==> src/rtl/cp0_pkg.sv <==
// Shared CP0 definitions: register numbers, exception codes, Status bit layout
// and the exception-source selector used by the priority logic.
package cp0_pkg;

    localparam logic [4:0] CP0_STATUS = 5'd12;
    localparam logic [4:0] CP0_CAUSE  = 5'd13;
    localparam logic [4:0] CP0_EPC    = 5'd14;

    localparam logic [4:0] EXC_INT    = 5'd0;
    localparam logic [4:0] EXC_SYS    = 5'd8;
    localparam logic [4:0] EXC_UNIMPL = 5'd10;
    localparam logic [4:0] EXC_OV     = 5'd12;

    localparam int ST_INT    = 0;
    localparam int ST_SYS    = 1;
    localparam int ST_UNIMPL = 2;
    localparam int ST_OV     = 3;

    localparam logic [31:0] EXC_BASE_DEFAULT = 32'h0000_0008;

    typedef enum logic [2:0] {
        SRC_NONE,
        SRC_ERET,
        SRC_UNIMPL,
        SRC_SYS,
        SRC_OV,
        SRC_INT
    } exc_src_e;

    function automatic logic [4:0] exc_code(input exc_src_e src);
        case (src)
            SRC_UNIMPL: exc_code = EXC_UNIMPL;
            SRC_SYS:    exc_code = EXC_SYS;
            SRC_OV:     exc_code = EXC_OV;
            default:    exc_code = EXC_INT;
        endcase
    endfunction

endpackage

==> src/rtl/cp0_exc_ctrl_intr_sync.sv <==
// External interrupt synchronizer chain, rising-edge detector and pending latch.
// A new edge in the same cycle as clr keeps the interrupt pending.
module intr_sync
    import cp0_pkg::*;
#(
    parameter int SYNC_STAGES = 2
) (
    input  logic clk,
    input  logic clrn,
    input  logic intr,
    input  logic clr,
    output logic pend
);

    logic [SYNC_STAGES-1:0] sync_reg;
    logic [SYNC_STAGES-1:0] sync_next;
    logic                   prev_reg;
    logic                   pend_reg;
    logic                   pend_next;
    logic                   rise;

    genvar gi;
    generate
        for (gi = 0; gi < SYNC_STAGES; gi++) begin : g_sync
            if (gi == 0) begin : g_first
                assign sync_next[gi] = intr;
            end else begin : g_chain
                assign sync_next[gi] = sync_reg[gi-1];
            end
        end
    endgenerate

    assign rise      = sync_reg[SYNC_STAGES-1] & ~prev_reg;
    assign pend_next = rise | (pend_reg & ~clr);
    assign pend      = pend_reg;

    always_ff @(posedge clk) begin
        if (!clrn) begin
            sync_reg <= '0;
            prev_reg <= 1'b0;
            pend_reg <= 1'b0;
        end else begin
            sync_reg <= sync_next;
            prev_reg <= sync_reg[SYNC_STAGES-1];
            pend_reg <= pend_next;
        end
    end

endmodule

==> src/rtl/cp0_exc_ctrl.sv <==
// CP0 exception/interrupt controller: Status/Cause/EPC, prioritised exception
// selection, same-cycle redirect and write-back cancel, eret and mtc0/mfc0.
module cp0_exc_ctrl
    import cp0_pkg::*;
#(
    parameter logic [31:0] EXC_BASE    = EXC_BASE_DEFAULT,
    parameter int          SYNC_STAGES = 2
) (
    input  logic        clk,
    input  logic        clrn,
    input  logic        stall,
    input  logic [31:0] pc_cur,
    input  logic [31:0] pc_nxt,
    input  logic        ov,
    input  logic        ov_chk,
    input  logic        sys,
    input  logic        unimpl,
    input  logic        eret,
    input  logic        mtc0,
    input  logic [4:0]  cp0_addr,
    input  logic [31:0] wdata,
    input  logic        intr,
    output logic [31:0] rdata,
    output logic        exc,
    output logic [31:0] exc_pc,
    output logic        inta,
    output logic [31:0] status,
    output logic [31:0] cause,
    output logic [31:0] epc
);

    logic [7:0]  status_reg, status_next;
    logic [4:0]  cause_reg,  cause_next;
    logic [31:0] epc_reg,    epc_next;
    logic        inta_reg,   inta_next;
    logic        pend;
    logic        int_taken;
    logic        active;
    exc_src_e    src_sel;

    intr_sync #(
        .SYNC_STAGES(SYNC_STAGES)
    ) u_intr_sync (
        .clk  (clk),
        .clrn (clrn),
        .intr (intr),
        .clr  (int_taken),
        .pend (pend)
    );

    // Fixed priority: eret > unimpl > sys > ov > int.
    always_comb begin
        src_sel = SRC_NONE;
        if (eret)
            src_sel = SRC_ERET;
        else if (unimpl && status_reg[ST_UNIMPL])
            src_sel = SRC_UNIMPL;
        else if (sys && status_reg[ST_SYS])
            src_sel = SRC_SYS;
        else if (ov && ov_chk && status_reg[ST_OV])
            src_sel = SRC_OV;
        else if (pend && status_reg[ST_INT])
            src_sel = SRC_INT;
    end

    assign active    = clrn & ~stall;
    assign exc       = active & (src_sel != SRC_NONE);
    assign int_taken = exc & (src_sel == SRC_INT);
    assign exc_pc    = (clrn && src_sel == SRC_ERET) ? epc_reg : EXC_BASE;

    always_comb begin
        status_next = status_reg;
        cause_next  = cause_reg;
        epc_next    = epc_reg;
        inta_next   = 1'b0;
        if (exc) begin
            if (src_sel == SRC_ERET) begin
                status_next = {4'b0, status_reg[7:4]};
            end else begin
                status_next = {status_reg[3:0], 4'b0};
                cause_next  = exc_code(src_sel);
                epc_next    = int_taken ? pc_nxt : pc_cur;
                inta_next   = int_taken;
            end
        end else if (active && mtc0) begin
            case (cp0_addr)
                CP0_STATUS: status_next = wdata[7:0];
                CP0_CAUSE:  cause_next  = wdata[6:2];
                CP0_EPC:    epc_next    = wdata;
                default:    ;
            endcase
        end
    end

    always_ff @(posedge clk) begin
        if (!clrn) begin
            status_reg <= '0;
            cause_reg  <= '0;
            epc_reg    <= '0;
            inta_reg   <= 1'b0;
        end else begin
            status_reg <= status_next;
            cause_reg  <= cause_next;
            epc_reg    <= epc_next;
            inta_reg   <= inta_next;
        end
    end

    assign status = {24'b0, status_reg};
    assign cause  = {25'b0, cause_reg, 2'b0};
    assign epc    = epc_reg;
    assign inta   = inta_reg;

    always_comb begin
        case (cp0_addr)
            CP0_STATUS: rdata = status;
            CP0_CAUSE:  rdata = cause;
            CP0_EPC:    rdata = epc;
            default:    rdata = 32'b0;
        endcase
    end

endmodule

==> config.mk <==
export PLATFORM = sky130hd
export DESIGN_NAME = cp0_exc_ctrl
export DESIGN_NICKNAME = d
export VERILOG_FILES = /design/src/rtl/cp0_pkg.sv /design/src/rtl/cp0_exc_ctrl_intr_sync.sv /design/src/rtl/cp0_exc_ctrl.sv
export SDC_FILE = /design/constraint.sdc
export NUM_CORES = 1
export LEC_CHECK = 0
export CAP_MARGIN = 20
export CORE_AREA = 3 3 105 107
export CTS_BUF_LIST = sky130_fd_sc_hd__clkbuf_4
export DETAILED_ROUTE_END_ITERATION = 10
export DIE_AREA = 0 0 108 110
export GPL_TIMING_DRIVEN = 0
export PLACE_DENSITY = 0.94
export SYNTH_ARGS = -nofsm -noshare
export SYNTH_HDL_FRONTEND = slang
export SYNTH_SLANG_ARGS = --single-unit
==> constraint.sdc <==
create_clock -name clk -period 6.5 [get_ports clk]
set_clock_uncertainty 0.15 [all_clocks]
set_input_delay 1.625 -clock clk [delete_from_list [all_inputs] [get_ports clk]]
set_output_delay 1.625 -clock clk [all_outputs]
set_load 0.1 [all_outputs]
# After elaboration in Yosys (flattened, before gate mapping)
# Index checks and enable logic that the tools add are counted.
dict set report totals {
  input_bits 111
  register_bits 50
  out_inout_bits 162
}
dict set report op_classes {
  bitwise 11
  n_reduce_logical 16
  muxes 21
  eq_ne 9
}
# op count
set ops {}
lappend ops {{$mux W32} 6}
lappend ops {{$pmux W32 S3} 1}
lappend ops {{$mux W8} 4}
lappend ops {{$mux W5} 4}
lappend ops {{$eq A5 B4 Y1 const B} 3}
lappend ops {{$mux W3} 5}
lappend ops {{$pmux W4 S3} 1}
lappend ops {{$reduce_bool A2 Y1} 4}
lappend ops {{$logic_and A1 B1 Y1} 7}
lappend ops {{$eq A3 B2 Y1 const B} 2}
lappend ops {{$eq A3 B3 Y1 const B} 2}
lappend ops {{$reduce_and A3 Y1} 2}
lappend ops {{$and A1 B1 Y1} 5}
lappend ops {{$not A1 Y1} 5}
lappend ops {{$eq A3 B1 Y1 const B} 1}
lappend ops {{$reduce_bool A3 Y1} 1}
lappend ops {{$reduce_or A3 Y1} 1}
lappend ops {{$ne A2 B2 Y1 const B} 1}
lappend ops {{$reduce_and A2 Y1} 1}
lappend ops {{$or A1 B1 Y1} 1}

# Longest topological paths before layout
dict set report logic_depth {
  word_depth 12
  ltp_mapped 7
  mapped_depth_nobuf 4
}

# Modules after synthesis
# Synthesis repeated with hierarchy kept, for this count alone.
dict set report hier_totals {
  hier_cells 424
  area_unflattened_um2 3554.7
}
# mod cells_each area_per_inst_um2 seq_area_each_um2 n_inst
set by_module_without_submodules {}
lappend by_module_without_submodules {cp0_exc_ctrl 414 3432.0 920.9 1}
lappend by_module_without_submodules {intr_sync 10 122.6 80.1 1}

# Worst setup path after synthesis
# Ideal clock, no wire load.
dict set report synth_path {
  kind {in2out}
  startpoint {input cp0_addr[0]}
  endpoint {output rdata[2]}
  arrival_time_ns 4.241
  slack_ns 0.484
  stages 3
  n_path_buf 1
  t_required_ns 4.725
  path_cell_list {clkbuf_1 -> mux2i_1 -> o21ai_0}
}
dict set report synth_between {
  elab_chain_len 2
  word_cells_on_any_way 4
}
# element line
set synth_lines {}
lappend synth_lines {{start, declared} cp0_exc_ctrl.sv:20} ;# input logic [4:0] cp0_addr,
lappend synth_lines {{$eq A5 B4 Y1} cp0_exc_ctrl.sv:115} ;# case (cp0_addr)
lappend synth_lines {{$pmux W32 S3 *} cp0_exc_ctrl.sv:115}
lappend synth_lines {{end, declared} cp0_exc_ctrl.sv:23} ;# output logic [31:0] rdata,
# Mark *: on every way between the ends. The rest lies on a longest branch, timed or not.

# Worst setup path in the final report
dict set report layout_path {
  startpoint {input cp0_addr[2]}
  endpoint {output rdata[28]}
}
# The elaborated chain is that of the path after synthesis.

==> flow_summary.ini <==
[final_layout]
multi_input_comb_area_sq_um = 2320
final_cell_mix = 203 x clkdlybuf4s50_1, 51 x nand2_1, 51 x buf_4, 51 x conb_1, 50 x dfxtp_1
drive_gt1_frac = 0.147
fin_cells = 839
regArea_sq_um = 1000
syn_to_final_growth_pct = 70.6
nets = 814
nFillCells = 838
largest_reg_flops = 32
diodes = 0
final_common_cell = clkdlybuf4s50_1

[floorplanning]
rows = 37
core_sq_um = 10200
die_h_microns = 110
ios = 273
die_w_microns = 108
die_area_sq_um = 11900
initial_core_util = 0.365

[clock_network]
cts_resized = 1
clkSinkCount = 50
clkTransAtPathRegs_ps = 140
cts_root_buffer = clkbuf_4
tritoncts.num_buffers = 5
htree_levels = 2
clock_latency_ps = 370
tritoncts = yes
clockBufferDepth = 2
cts_setup_buffers = 0
hold_buffers = 0

[timing]
tns_ps = 0
slew_headroom = 0.312
finalCritPeriodShare = 0.979
rsz0062_at_grt = false
finalCriticalPeriod_ps = 6360
worst_pin_slew_ps = 1030
drv_slew = 0
setup_viol = 0
fmax_mhz = 157
hold_violations = 0

[routing]
ant_nets = 0
drt-wirelength-per-cell_microns = 18.7
first_pass_iters = 5
first_iter_violations = 211
viasPerCell = 5.10
drc_errors = 0
vias = 4283
wl_microns = 15700

[synth]
ys.flop_type = dfxtp_1
synthDistinctLibCells = 42
syn_area_per_cell_sq_um = 8.74
syn_area_sq_um = 3730
syn_inst = 427
ys.warnings.count = 0
synth_edf_count = 0
yosysSeqAreaShare = 0.268
synth-seq-cells = 50
synthArstFlopShare = 0

[global_routing]
track_usage = 0.247
grt_max_degree = 15
grt_pass1_wl_microns = 22800
first_global_vias = 4188
overflow = 0
antenna_found_initial = 0

[pwr]
sw_frac_of_total = 0.435
power_density_nw_per_um2 = 133
p_switching_w = 0.000370
power.total_w = 0.000850
power_frac_seq = 0.378
combPwrFrac = 0.452
clkPwrFrac = 0.170
ir_drop_mv = 0.0954
p_int_w = 0.000480
p_leak_nw = 3.06

[placement]
portBuffers = 219
placedCellCount = 832
globalplace.congestion = 0.919
hpwlAfterDp_microns = 12500

[critical_path]
cpPeakStageDelay_ps = 1140
crit_path_frequent_cell = clkdlybuf4s50_1
required_ps = 4720
worstSetupPathType = input pin to output pin
worstSetupStartpointType = input pin
crit_path_end_kind = output pin
cpMaxStageDelayCell = clkdlybuf4s50_1
arrival_ps = 4590
crit_chain = clkdlybuf4s50_1 > nand2_1 > nor3_1 > clkbuf_1 > and2_1 > clkdlybuf4s50_1
path_max_fanout = 10

[min_path]
min_path_type = register to register

[run_status]
status = complete, no violations

[job]
maxCapViolCount = 0
Yosys cell counts (2+ instances only):
library cell	n	area share
o22ai_1	6	0.010
o21a_1	2	0.0040
a221oi_1	2	0.0047
o221ai_1	3	0.0070
o21bai_1	32	0.064
buf_6	7	0.021
nor2b_1	5	0.0084
buf_2	4	0.0054
nor4_1	2	0.0034
clkbuf_1	25	0.025
a22o_1	3	0.0070
inv_1	5	0.0050
o211ai_1	5	0.010
o21ai_0	11	0.015
and3_1	35	0.059
dfxtp_1	50	0.27
nand2b_1	5	0.0084
buf_4	51	0.10
a21oi_1	2	0.0027
nand3_1	2	0.0027
and2_1	27	0.045
nor2_1	3	0.0030
o221a_2	2	0.0060
o221ai_2	29	0.12
mux2i_1	38	0.10
a22oi_1	4	0.0080
a31oi_1	2	0.0034
nand2_1	51	0.051
per-layer routing:
metal / GRT usage / share of wire / vias up / wire [microns]
met3: 0.0542 / 0.10 / 23 / 1590
met4: 0.0622 / 0.018 / 0 / 286
li1: - / - / 1997 / -
met2: 0.459 / 0.51 / 254 / 8070
met1: 0.288 / 0.37 / 2009 / 5740
met5: 0 / 0 / - / 0
stage by stage:
step / hold WS [ps] / area [sq um] / worst slack, ps / utilization
3_3_place_gp: 264 / 6280 / -45.9 / 0.614
3_5_place_dp: 277 / 6280 / -65.5 / 0.614
4_1_cts: 311 / 6330 / 28.2 / 0.619
2_1_floorplan: 262 / 3920 / 484 / -
6_report: 306 / 6370 / 136 / 0.622
5_1_grt: 325 / 6370 / 29.8 / 0.622
power groups by stage:
stage	sequential [W]	clock, W	combinational [W]
6_report	0.000321	0.000144	0.000384
5_1_grt	0.000322	0.000157	0.000400
4_1_cts	0.000321	0.000147	0.000381
3_5_place_dp	0.000327	0	0.000381
3_3_place_gp	0.000327	0	0.000377
2_1_floorplan	0.000360	0	0.000236
logic make-up after synthesis:
kind of cell / after synthesis / synth area share
buf+inv: 92 / 0.159
simple gates: 136 / 0.192
other cells: 1 / 0.00100
mux: 38 / 0.102
flops: 50 / 0.268
compound gates: 110 / 0.277
worst max-delay path: cells and delay by family:
family / cells / cell delay [ps]
buffers and inverters: 3 / 2170
and+or+nand+nor: 3 / 790
final cells by class:
cell class              instances  area share
multi-input cells             335       0.365
repair buffers                219       0.350
flip-flops and latches         50       0.157
plain buffers                  87      0.0904
well taps                     136      0.0267
clock buffers                   5     0.00590
inverters                       5     0.00295
clock inverters                 2     0.00157
path summary, 6_finish.rpt:
check | start | to | slack (ps) | cells past startpoint
worst max-delay path | cp0_addr[2] | rdata[28] | 140 | 6
worst min-delay path | u_intr_sync.sync_reg[0]$_SDFF_PN0_ | u_intr_sync.sync_reg[1]$_SDFF_PN0_ | 310 | 1
worst max register to register | status_reg[1]$_SDFFE_PN0P_ | epc[9]$_SDFFE_PN0P_ | 3970 | 5
worst min register to register | u_intr_sync.sync_reg[0]$_SDFF_PN0_ | u_intr_sync.sync_reg[1]$_SDFF_PN0_ | 310 | 1
No activity file was read; power rests on OpenSTA's default activity.
